--- config.mk ---
export PLATFORM = sky130hd
export DESIGN_NAME = mandel_dispatch_scheduler
export DESIGN_NICKNAME = d
export VERILOG_FILES = /design/src/rtl/mandel_dispatch_scheduler.sv
export SDC_FILE = /design/constraint.sdc
export NUM_CORES = 1
export LEC_CHECK = 0
export BUFFER_PORTS_ARGS = -buffer_cell sky130_fd_sc_hd__clkbuf_2
export CORE_AREA = 2 2 86 88
export DETAILED_ROUTE_END_ITERATION = 8
export DIE_AREA = 0 0 88 90
export GPL_ROUTABILITY_DRIVEN = 1
export PLACE_DENSITY = 0.77
export SETUP_SLACK_MARGIN = 0.5
export SLEW_MARGIN = 20
export SYNTH_ARGS = -nofsm -noshare
export SYNTH_HDL_FRONTEND = slang
export SYNTH_SLANG_ARGS = --single-unit
--- constraint.sdc ---
create_clock -name aclk -period 2.3 [get_ports aclk]
set_input_delay 0.345 -clock aclk [delete_from_list [all_inputs] [get_ports aclk]]
set_output_delay 0.345 -clock aclk [all_outputs]
set_load 0.03 [all_outputs]
--- src/rtl/mandel_dispatch_scheduler.sv ---
// Round-robin dispatch of Mandelbrot pixel jobs over NUM_ENGINES iteration engines,
// with in-order (raster) retirement and sof/eol/frame_done framing toward the packer.
module mandel_dispatch_scheduler #(
    parameter int NUM_ENGINES = 4,
    parameter int X_SIZE      = 640,
    parameter int Y_SIZE      = 480
) (
    input  logic                     aclk,
    input  logic                     reset,
    input  logic                     run,
    output logic [NUM_ENGINES-1:0]   eng_start,
    output logic [9:0]               eng_x,
    output logic [8:0]               eng_y,
    input  logic [NUM_ENGINES-1:0]   eng_done,
    input  logic [8*NUM_ENGINES-1:0] eng_iter,
    output logic [NUM_ENGINES-1:0]   eng_ack,
    output logic [7:0]               out_iter,
    output logic                     out_valid,
    input  logic                     out_ready,
    output logic                     out_sof,
    output logic                     out_eol,
    output logic                     frame_done
);

    localparam int PW = (NUM_ENGINES > 1) ? $clog2(NUM_ENGINES) : 1;

    typedef enum logic {
        IDLE = 1'b0,
        BUSY = 1'b1
    } slot_t;

    slot_t         slot [NUM_ENGINES];
    logic [PW-1:0] dp;
    logic [PW-1:0] rp;
    logic [9:0]    dx;
    logic [8:0]    dy;
    logic [9:0]    rx;
    logic [8:0]    ry;
    logic          dispatch;
    logic          retire;
    logic          rx_last;
    logic          ry_last;
    logic [7:0]    iter_arr [NUM_ENGINES];

    for (genvar g = 0; g < NUM_ENGINES; g++) begin : g_iter
        assign iter_arr[g] = eng_iter[8*g +: 8];
    end

    // Dispatch looks only at registered slot state, so a slot freed this cycle
    // cannot be restarted until the next one.
    assign dispatch  = run && (slot[dp] == IDLE);
    assign out_valid = (slot[rp] == BUSY) && eng_done[rp];
    assign retire    = out_valid && out_ready && !reset;
    assign out_iter  = iter_arr[rp];
    assign rx_last   = (rx == 10'(X_SIZE - 1));
    assign ry_last   = (ry == 9'(Y_SIZE - 1));
    assign out_sof   = out_valid && (rx == 10'd0) && (ry == 9'd0);
    assign out_eol   = out_valid && rx_last;

    always_comb begin
        eng_ack = '0;
        if (retire) begin
            eng_ack[rp] = 1'b1;
        end
    end

    always_ff @(posedge aclk) begin
        if (reset) begin
            for (int i = 0; i < NUM_ENGINES; i++) begin
                slot[i] <= IDLE;
            end
            dp         <= '0;
            rp         <= '0;
            dx         <= '0;
            dy         <= '0;
            rx         <= '0;
            ry         <= '0;
            eng_start  <= '0;
            eng_x      <= '0;
            eng_y      <= '0;
            frame_done <= 1'b0;
        end else begin
            eng_start  <= '0;
            frame_done <= 1'b0;

            if (dispatch) begin
                eng_start[dp] <= 1'b1;
                eng_x         <= dx;
                eng_y         <= dy;
                slot[dp]      <= BUSY;
                dp            <= dp + PW'(1);
                if (dx == 10'(X_SIZE - 1)) begin
                    dx <= '0;
                    dy <= (dy == 9'(Y_SIZE - 1)) ? 9'd0 : dy + 9'd1;
                end else begin
                    dx <= dx + 10'd1;
                end
            end

            // Dispatch needs an IDLE slot and retire a BUSY one, so they never
            // touch the same slot in one cycle.
            if (retire) begin
                slot[rp]   <= IDLE;
                rp         <= rp + PW'(1);
                frame_done <= rx_last && ry_last;
                if (rx_last) begin
                    rx <= '0;
                    ry <= ry_last ? 9'd0 : ry + 9'd1;
                end else begin
                    rx <= rx + 10'd1;
                end
            end
        end
    end

endmodule

* Word level (Yosys, flattened, before mapping)
Memories as Yosys holds them, arrays and structs flattened. A register that Yosys moved wholly into a read port is not among the register bits. Cells that the tools add are included.
Storage, ports and cells: bits in registers 66, memory bits (writable) 4, bits of input ports 40, logic and storage cells 81, memories 1
Operators by class: $add $sub $neg 6, order comparisons 5, equality and inequality tests 4, mux-type cells 32, bitwise gates (word level) 4, reduce and logical (&&, ||, !) cells 19
Memory list:
- slot | words 4, width 1, rd ports 2, clocked after Yosys merged registers in 2, write ports 4, line 32 | slot_t slot [NUM_ENGINES];
Operators by type and width (count):
- $add 10x1->10 const B | 2
- $eq 10x10->1 const B | 2
- $mux 10 | 2
- $add 9x1->9 const B | 2
- $eq 9x9->1 const B | 2
- $mux 9 | 2
- $bmux 8 s2 | 1
- $mux 8 | 2
- $mux 1 | 15
- $mux 2 | 6
- $logic_and 1x1->1 | 10
- $logic_not 10->1 | 1
- $logic_not 9->1 | 1
- $lt 2x3->1 const B | 2
- $add 2x1->2 const B | 2
- $demux 1 s2 | 2
- $ge 2x1->1 const B | 2
- $mux 4 | 1
- $reduce_and 2->1 | 2
- $reduce_or 2->1 | 2
- $ge 3x3->1 const B | 1
- $not 1->1 | 3
- $not 2->3 | 1
- $bmux 1 s2 | 1
- other kinds (2) | 3

* Logic depth before layout (Yosys ltp)
Gate-level depths: netlist of the first run.
depth in word-level cells 10, mapped depth 6, gate-level depth less buffers 5

* Worst setup path after synthesis of the first run
No wires, ideal clock.
kind reg-to-output, from register rp[0], to output out_sof, data arrival time 2.055 ns, required time 1.955 ns, path slack -0.100 ns, cell stages (with the launch flop) 5, path buffers 1, cells stage by stage dfxtp_1 mux4_2 nand2_1 clkbuf_1 nor4_1
On the way: cells in the longest elaborated chain, start to end 5
RTL lines:
- from (decl) | line 34 | logic [PW-1:0] rp;
- from (signal assigned) | line 104 | rp <= rp + PW'(1);
- $bmux 1 s2 | line 52 | assign out_valid = (slot[rp] == BUSY) && eng_done[rp];
- $mux 1 (implied by the code) | line 52
- $logic_and 1x1->1 | line 52
- $logic_and 1x1->1 (2 in series) | line 57 | assign out_sof = out_valid && (rx == 10'd0) && (ry == 9'd0);
- to (decl) | line 20 | output logic out_sof,
Every way passes these cells. The select of a mux whose other input is x is not followed.

==> results.py, run 1 <==
metrics = {
    "status": {
        "status": "complete, no violations",
    },
    "timing": {
        "rsz0062_at_grt": "yes",
        "worstMarginPinSlew_ps": 423,
        "timing.fmax_ghz": 0.487,
        "drv_slew": 0,
        "setup_violations": 0,
        "hold_viol": 0,
        "fin_worst_skew_ps": 14.5,
        "min_period_ps": 2050,
        "slew-limit-headroom": 0.718,
        "finalCritPeriodShare": 0.893,
        "fin_tns_setup_ps": 0,
        "worst_slack_ps": 246,
    },
    "synthesis": {
        "synthSimpleGateAreaFrac": 0.255,
        "yosysTopAreaCellShare": 0.408,
        "async_flop_share": 0,
        "syn-cell-area_um2": 3630,
        "synth_warnings": 0,
        "avgSynthCellArea_um2": 8.79,
        "synth_nets": 467,
        "synth_cells": 413,
        "synth_fa_ha_area_frac": 0.0482,
        "synth_edf_count": 0,
        "synth_top_family_by_area": "simple AND/OR/NAND/NOR gates",
        "synthFlopType": "dfxtp_1",
        "synth_top_cell_by_area": "dfxtp_1",
        "synthMuxAreaShare": 0.0682,
        "synth_seq_cells": 74,
        "synth_xor_area_frac": 0.0265,
        "ys_seq_area_frac": 0.408,
        "synth_compound_area_frac": 0.148,
        "synth.area.top_cells": "dfxtp_1 (41%), mux4_2 (6.8%), nand2_1 (6.1%), a21oi_1 (5.2%), ha_1 (4.8%)",
        "ys_types": 48,
    },
    "floorplanning": {
        "die-area_um2": 7920,
        "top_level_ports": 79,
        "start_util": 0.517,
        "num_rows": 31,
        "die_h_um": 90,
        "die_w_um": 88,
        "core_area_um2": 7020,
    },
    "power_and_ir_drop": {
        "comb_power_share": 0.203,
        "p_sw_frac": 0.298,
        "p_total_w": 0.00296,
        "p_leak_nw": 1.94,
        "powerDensity_nw_per_um2": 579,
        "vdd.ir_drop.worst_mv": 0.391,
        "p_int_w": 0.00208,
        "clkPwrFrac": 0.340,
        "switching_power_w": 0.000883,
        "seqPwrFrac": 0.458,
    },
    "grt": {
        "grt_max_degree": 32,
        "grt_overflow": 0,
        "grt.total_usage": 0.253,
        "antenna_found_initial": 0,
        "grt_pass1_wl_mm": 16.2,
        "grt_pass1_vias": 3450,
    },
    "setup_path": {
        "start_kind": "flop",
        "crit_chain": "mux4_2 > and3_4 > and3_4 > buf_8",
        "critical_path.max_stage_delay_ps": 510,
        "crit_top_cell": "and3_4",
        "crit_type": "reg -> out",
        "cp_slowest_cell": "mux4_2",
        "crit_fanout": 5,
        "cp.arrival_ps": 1710,
        "crit_required_ps": 1960,
        "cp-end-kind": "output port",
    },
    "final_layout": {
        "most-common-layout-cells": "clkbuf_2 (71), dfxtp_1 (59), nand2_1 (57)",
        "layout.nets": 583,
        "synthToLayoutAreaGrowth_pct": 40.8,
        "finalInstanceArea_um2": 5110,
        "final_common_cell": "clkbuf_2",
        "n_fill_cell": 491,
        "post-route-util": 0.728,
        "antenna_cells": 0,
        "drive_above_1_share": 0.412,
    },
    "flow_run": {
        "cap_violations": 0,
    },
    "placed_design": {
        "gp_congestion": 0.872,
        "placed_area_um2": 4220,
        "dpl.hpwl_mm": 6.21,
        "portBuffers": 78,
        "place_ws_ps": 264,
    },
    "route": {
        "dr.pass1.iters": 5,
        "ant_nets": 0,
        "drt-initial-drc-count": 387,
        "via_count": 3746,
        "viasPerCell": 5.92,
        "drc": 0,
        "wl_mm": 10.8,
        "wire_per_inst_um": 17.1,
    },
    "cts": {
        "cts_buffers": 9,
        "clock-root-buffer": "clkbuf_8",
        "cts.sink_count": 74,
        "insertion_delay_ps": 360,
        "cts_tree": "done",
        "cts_htree_levels": 3,
        "clk_pin_slew_ps": 80,
        "max-clock-path-buffers": 2,
    },
    "min_path": {
        "hp-class": "in -> reg",
    },
}
-- cell type report --
class	instances	area [um2]	area share
clock inverters	5	35.0	0.00685
clock buffers	11	163	0.0318
well taps	99	124	0.0242
inverters	17	63.8	0.0125
flip-flops and latches	74	1510	0.295
multi-input cells	300	2330	0.455
repair buffers	127	891	0.174
-- logic make-up (layout without fill, tap and decap cells) --
group                      count (synthesis)  in the layout
DFF                                       74             74
xor gates and xnor gates                  11             11
adders and majority gates                 14             14
and+or+nand+nor                          177            180
muxes                                     11             11
AOI/OAI and AO/OA                         84             84
buffers and inverters                     42            160
-- layer usage --
layer | wire (um) | global-route usage | vias up
met5 | 0 | 0 | -
met1 | 4550 | 0.337 | 1765
li1 | - | - | 1763
met2 | 5330 | 0.401 | 167
met4 | 405 | 0.109 | 0
met3 | 550 | 0.0422 | 51
-- synthesized netlist by cell type, types with 4 or more instances --
cell / instances
a211oi_1: 4
a21oi_1: 38
a311oi_1: 4
and3_1: 17
clkbuf_1: 21
dfxtp_1: 74
ha_1: 14
inv_1: 17
mux4_2: 11
nand2_1: 59
nand3_1: 23
nand4_1: 11
nor2_1: 17
nor3_1: 9
nor4_1: 10
o21ai_0: 9
o311ai_0: 4
o31ai_1: 8
o41ai_1: 5
or4_1: 8
xnor2_1: 7
xor2_1: 4
-- what timing repair did --
action / 4_1_cts / 5_1_grt
pin swaps: 14 / 22
hold buffers: 0 / 0
gates resized for setup: 42 / 50
endpoints found under the hold margin: 0 / 0
setup endpoints to repair: 38 / 51
buffers inserted: 18 / 15
cloned: 3 / 2
-- power groups by stage --
stage / Combinational, W / Clock, W / Sequential, W
finish: 0.000600 / 0.00101 / 0.00135
detailed placement: 0.000390 / 0 / 0.00138
floorplan: 0.000271 / 0 / 0.00139
CTS: 0.000488 / 0.00101 / 0.00135
global route: 0.000642 / 0.00107 / 0.00136
global placement: 0.000381 / 0 / 0.00138
-- registers in the layout, indices dropped and copies added, names as in the netlist, named ones only --
name / cells
dp: 2
dx: 10
dy: 9
eng_start: 4
eng_x: 10
eng_y: 9
frame_done: 1
rp: 2
rx: 10
ry: 9
slot: 4
-- worst max-delay path, delay by kind of cell, from the launching register on --
family	cells	cell delay, ps
and+or+nand+nor	2	390
DFF	1	330
muxes	1	510
buffers and inverters	1	130
-- final timing paths --
path | cells past startpoint | slack [ps] | to | start
worst max-delay path | 4 | 250 | eng_ack[0] | flop
worst min register to register | 2 | 460 | eng_x[7]$_SDFFE_PP0N_ | eng_x[7]$_SDFFE_PP0N_
worst min-delay path | 2 | 410 | rx[8]$_SDFFE_PP0P_ | reset
worst max register to register | 7 | 370 | dy[0]$_SDFFE_PP0P_ | flop
-- per-stage QoR --
stage,hold WS [ps],instances
4_1_cts,398,616
5_1_grt,426,633
6_report,415,633
3_3_place_gp,444,579
3_5_place_dp,450,579
2_1_floorplan,453,413
Note: power is estimated with default switching activity, not from simulation.
==> run 2, diff against run 1 <==
--- a/constraint.sdc
+++ b/constraint.sdc
@@ -3,2 +3,2 @@
 set_output_delay 0.345 -clock aclk [all_outputs]
-set_load 0.03 [all_outputs]
+set_load 0.05 [all_outputs]
==> run 2 against run 1 <==
Compared with the run above:
- die area stayed put
- clock skew is 7.8 ps lower
- utilization is 2.4 points higher
- register-to-register slack worse by 40 ps
- via count is 5.0% higher
- maximum frequency is 4.9% lower
- cell count is 0.79% higher
==> results.py, run 2 (synthesis results as in run 1) <==
metrics = {
    "status": {
        "status": "complete, no violations",
    },
    "route": {
        "dr.pass1.iters": 5,
        "wl_met2_mm": 6.17,
        "dr_wl_met3_um": 709,
        "via_count": 3932,
        "wl_mm": 12.0,
        "wl_met1_mm": 4.73,
        "drt-initial-drc-count": 255,
        "viasPerCell": 6.16,
        "wire_per_inst_um": 18.8,
        "route.top_layer_used": "met4",
        "drc": 0,
        "ant_nets": 0,
    },
    "grt": {
        "grt.total_usage": 0.263,
        "grt_pass1_wl_mm": 16.8,
        "grt_max_degree": 53,
        "grt_overflow": 0,
        "antenna_found_initial": 0,
        "grt_pass1_vias": 3489,
    },
    "placed_design": {
        "placed_area_um2": 4230,
        "dpl.hpwl_mm": 6.40,
        "gp_congestion": 0.872,
        "dp.cells": 578,
        "portBuffers": 78,
    },
    "setup_path": {
        "crit_fanout": 7,
        "cp.arrival_ps": 1810,
        "cp-end-kind": "output port",
        "start_kind": "flop",
        "crit_required_ps": 1960,
        "crit_type": "reg -> out",
        "r2r_cells": 7,
    },
    "cts": {
        "cts_buffers": 9,
        "clk_pin_slew_ps": 80,
        "cts_tree": "done",
        "max-clock-path-buffers": 2,
        "cts_htree_levels": 3,
        "insertion_delay_ps": 350,
        "cts.sink_count": 74,
        "clock-root-buffer": "clkbuf_8",
    },
    "final_layout": {
        "antenna_cells": 0,
        "n_fill_cell": 438,
        "final_cells": 638,
        "most-common-layout-cells": "clkbuf_2 (64), nand2_1 (57), dfxtp_1 (50)",
        "layout.nets": 588,
        "final_common_cell": "clkbuf_2",
        "post-route-util": 0.752,
        "finalInstanceArea_um2": 5280,
        "synthToLayoutAreaGrowth_pct": 45.5,
        "drive_above_1_share": 0.434,
        "reg.largest.list": "dx: 10 flops, eng_x: 10 flops, rx: 10 flops",
    },
    "floorplanning": {
        "die-area_um2": 7920,
        "core_area_um2": 7020,
        "die_w_um": 88,
        "die_h_um": 90,
        "start_util": 0.517,
        "num_rows": 31,
        "top_level_ports": 79,
    },
    "timing": {
        "fin_worst_skew_ps": 6.71,
        "finalCritPeriodShare": 0.939,
        "min_period_ps": 2160,
        "worstMarginPinSlew_ps": 560,
        "timing.fmax_ghz": 0.463,
        "fin_worst_hold_slack_ps": 453,
        "slew-limit-headroom": 0.627,
        "hold_viol": 0,
        "fin_tns_setup_ps": 0,
        "setup_violations": 0,
        "drv_slew": 0,
        "rsz0062_at_grt": "yes",
    },
    "min_path": {
        "hp-class": "in -> reg",
        "hold_depth": 3,
    },
    "power_and_ir_drop": {
        "vdd.ir_drop.worst_mv": 0.398,
        "p_leak_nw": 2.03,
        "powerDensity_nw_per_um2": 571,
    },
    "flow_run": {
        "cap_violations": 0,
    },
}
-- run 2: final timing paths --
check,start,to,slack (ps)
setup / recovery,rp[0]$_SDFFE_PP0P_,eng_ack[1],140
hold reg to reg,eng_x[7]$_SDFFE_PP0N_,eng_x[7]$_SDFFE_PP0N_,460
hold / removal,reset,slot[2]$_SDFFE_PP0P_,450
setup reg to reg,slot[1]$_SDFFE_PP0P_,ry[7]$_SDFFE_PP0P_,330
-- run 2: per-layer routing --
layer  up-vias  track usage
li1       1780            -
met2       195        0.436
met4         0        0.109
met3        44       0.0358
met5         -            0
met1      1913        0.338
-- run 2: metrics by stage --
step,power [W],worst slack [ps]
final,0.00302,141
after global routing,0.00312,106
after floorplan,0.00170,370
after CTS,0.00282,135
after global placement,0.00180,322
after detailed placement,0.00181,290
-- run 2: final cells by class --
type	instances	area, um2	share of cell area
multi-input combinational	298	2280	0.432
sequential	74	1530	0.289
timing repair buffer	134	1110	0.210
clock buffer	11	141	0.0268
tap	99	124	0.0234
inverter	17	63.8	0.0121
clock inverter	5	37.5	0.00711
-- run 2: critical path: stages, from the launching register on --
cell and delay [ps]:
dfxtp_2 360, mux4_2 560, and3_4 230, and3_4 180
buf_8 140
-- run 2: power by group --
| part | switching (W) | total, W | internal, W |
|---|---|---|---|
| clock network | 0.000515 | 0.000940 | 0.000425 |
| registers | 0.0000373 | 0.00135 | 0.00131 |
| logic | 0.000389 | 0.000725 | 0.000336 |
-- run 2: what timing repair did --
action / 4_1_cts / 5_1_grt
endpoints found under the setup margin: 34 / 47
buffers inserted: 23 / 16
endpoints found under the hold margin: 0 / 0
gates cloned: 1 / 4
hold buffers: 0 / 0
pin swaps: 10 / 25
resized for setup: 56 / 72
==> run 3, diff against run 2 <==
BUFFER_PORTS_ARGS = not set   (was -buffer_cell sky130_fd_sc_hd__clkbuf_2)
CORE_AREA = 2 2 61 106   (was 2 2 86 88)
DIE_AREA = 0 0 63 108   (was 0 0 88 90)
DONT_BUFFER_PORTS = 1   (was not set)
==> run 3 against run 2 <==
Compared with the run above:
- count of clock-buffer cells in the layout down 2
- setup slack improved by 69 ps
- global-route usage rose by 3.6 points
- non-clock buffer count down 71
- routed wire length decreased by 3.4%
- die area is 14% lower
- via count decreased by 6.7%
- register-to-register slack worse by 20 ps
- maximum frequency up 3.3%
- sequential power hardly changed
- highest routed layer unchanged
- power up 2.9%
- critical path depth decreased by 1
==> results.py, run 3 (synthesis results as in run 1) <==
metrics = {
    "final_layout": {
        "final_common_cell": "nand2_1",
        "layout.nets": 518,
        "most-common-layout-cells": "nand2_1 (56), dfxtp_1 (54), buf_4 (41)",
        "synthToLayoutAreaGrowth_pct": 36.5,
        "antenna_cells": 0,
        "drive_above_1_share": 0.375,
        "post-route-util": 0.843,
        "reg.largest.list": "dx: 10 flops, eng_x: 10 flops, rx: 10 flops",
    },
    "setup_path": {
        "crit_chain": "mux4_2 > and3_4 > and3_4",
        "crit_start": "rp[0]$_SDFFE_PP0P_",
        "cp.arrival_ps": 1750,
        "r2r_cells": 5,
        "crit_fanout": 7,
        "crit_type": "reg -> out",
        "cp_slowest_cell": "mux4_2",
        "crit_required_ps": 1960,
        "start_kind": "flop",
        "r2r_slack_ps": 310,
        "critical_path.max_stage_delay_ps": 550,
        "reg2reg_to": "rx[3]$_SDFFE_PP0P_",
        "cp_top_family": "multiplexers",
        "reg2reg_from": "rp[0]$_SDFFE_PP0P_",
        "cp-end-kind": "output port",
        "path_buf_inv": 0,
        "crit_top_cell": "and3_4",
    },
    "grt": {
        "grt_max_degree": 72,
        "grt_pass1_vias": 3411,
        "antenna_found_initial": 0,
        "grt_overflow": 0,
        "grt.total_usage": 0.298,
        "grt_pass1_wl_mm": 16.1,
    },
    "timing": {
        "hold_viol": 0,
        "worstMarginPinSlew_ps": 583,
        "timing.fmax_ghz": 0.478,
        "fin_worst_skew_ps": 21.0,
        "drv_slew": 0,
        "finalCritPeriodShare": 0.909,
        "slew-limit-headroom": 0.611,
        "min_period_ps": 2090,
        "fin_tns_setup_ps": 0,
        "setup_violations": 0,
        "rsz0062_at_grt": "yes",
    },
    "route": {
        "viasPerCell": 6.71,
        "wire_per_inst_um": 21.1,
        "ant_nets": 0,
        "drt-initial-drc-count": 419,
        "dr.pass1.iters": 5,
        "wl_mm": 11.6,
        "via_count": 3668,
        "drc": 0,
    },
    "flow_run": {
        "cap_violations": 0,
    },
    "power_and_ir_drop": {
        "vdd.ir_drop.worst_mv": 0.609,
        "powerDensity_nw_per_um2": 626,
        "p_leak_nw": 1.72,
    },
    "status": {
        "status": "complete, no violations",
    },
    "min_path": {
        "hold_depth": 1,
        "hp-start": "reset",
        "hp-class": "in -> reg",
        "min_to": "rx[6]$_SDFFE_PP0P_",
    },
    "cts": {
        "cts_buffers": 9,
        "cts_htree_levels": 3,
        "cts_tree": "done",
        "clk_pin_slew_ps": 80,
        "hold_buffers": 0,
        "cts.sink_count": 74,
        "insertion_delay_ps": 370,
        "clock-root-buffer": "clkbuf_8",
        "max-clock-path-buffers": 2,
    },
    "floorplanning": {
        "start_util": 0.618,
        "die_h_um": 108,
        "num_rows": 37,
        "die-area_um2": 6800,
        "top_level_ports": 79,
        "core_area_um2": 5880,
        "die_w_um": 63,
    },
    "placed_design": {
        "gp_congestion": 0.845,
        "dpl.hpwl_mm": 6.16,
        "portBuffers": 0,
    },
}
[run 3: cell count changes in the layout (fill, tap and decap cells not counted), moves of 3 or more]
cell | before | now
buf_8 | 13 | 3
clkbuf_2 | 64 | 0
buf_4 | 38 | 41
a21oi_2 | 1 | 8
a21oi_1 | 37 | 30
nand3_2 | 3 | 0
nand3_1 | 19 | 22
dfxtp_1 | 50 | 54
o311ai_4 | 0 | 3
or4_4 | 3 | 6
clkbuf_16 | 4 | 0
buf_6 | 10 | 13
[run 3: power breakdown]
part	leakage (nW)	internal, W	total [W]	switching, W
registers	0.609	0.00132	0.00138	0.0000622
logic	0.998	0.000272	0.000595	0.000323
clock network	0.110	0.000609	0.00113	0.000519
[run 3: worst reg2reg max path, cell delays in order, from the launching register on]
cell,delay [ps]
dfxtp_4,350
mux4_2,390
buf_4,150
nand3_1,340
or4_1,600
o21ai_0,80
[run 3: metal layers]
| layer | vias to the layer above | track usage | wire length, um |
|---|---|---|---|
| li1 | 1631 | - | - |
| met1 | 1810 | 0.306 | 4100 |
| met2 | 177 | 0.558 | 6450 |
| met3 | 50 | 0.0687 | 576 |
| met4 | 0 | 0.149 | 441 |
| met5 | - | 0 | 0 |
[run 3: how the worst max path moves through the flow]
stage | end | cells past startpoint
finish | eng_ack[0] | 3
global route | out_valid | 4
CTS | eng_ack[0] | 3
detailed placement | dx[9]$_SDFFE_PP0N_ | 4
global placement | dx[9]$_SDFFE_PP0N_ | 4
floorplan | eng_ack[0] | 5
[run 3: area by class of cell]
class / count / area, um2
Clock buffer: 9 / 124
Inverter: 17 / 63.8
Multi-Input combinational cell: 299 / 2440
Fill cell: 302 / 923
Timing Repair Buffer: 63 / 619
Sequential cell: 74 / 1520
Tap cell: 78 / 97.6
Clock inverter: 7 / 92.6
[run 3: repair_timing]
item	CTS	global route
pin swaps	22	29
setup endpoints to repair	67	52
gates resized for setup	43	72
hold endpoints to repair	0	0
cloned	2	0
setup buffers	28	22
[run 3: per-stage QoR]
step	setup WS [ps]	instance area, um2	hold slack, ps	power, W	instances
2_1_floorplan	370	3740	453	0.00170	413
3_3_place_gp	283	3820	413	0.00175	479
3_5_place_dp	250	3820	417	0.00176	479
4_1_cts	206	4420	35.7	0.00295	525
5_1_grt	146	4960	23.6	0.00319	547
6_report	210	4960	42.6	0.00310	547
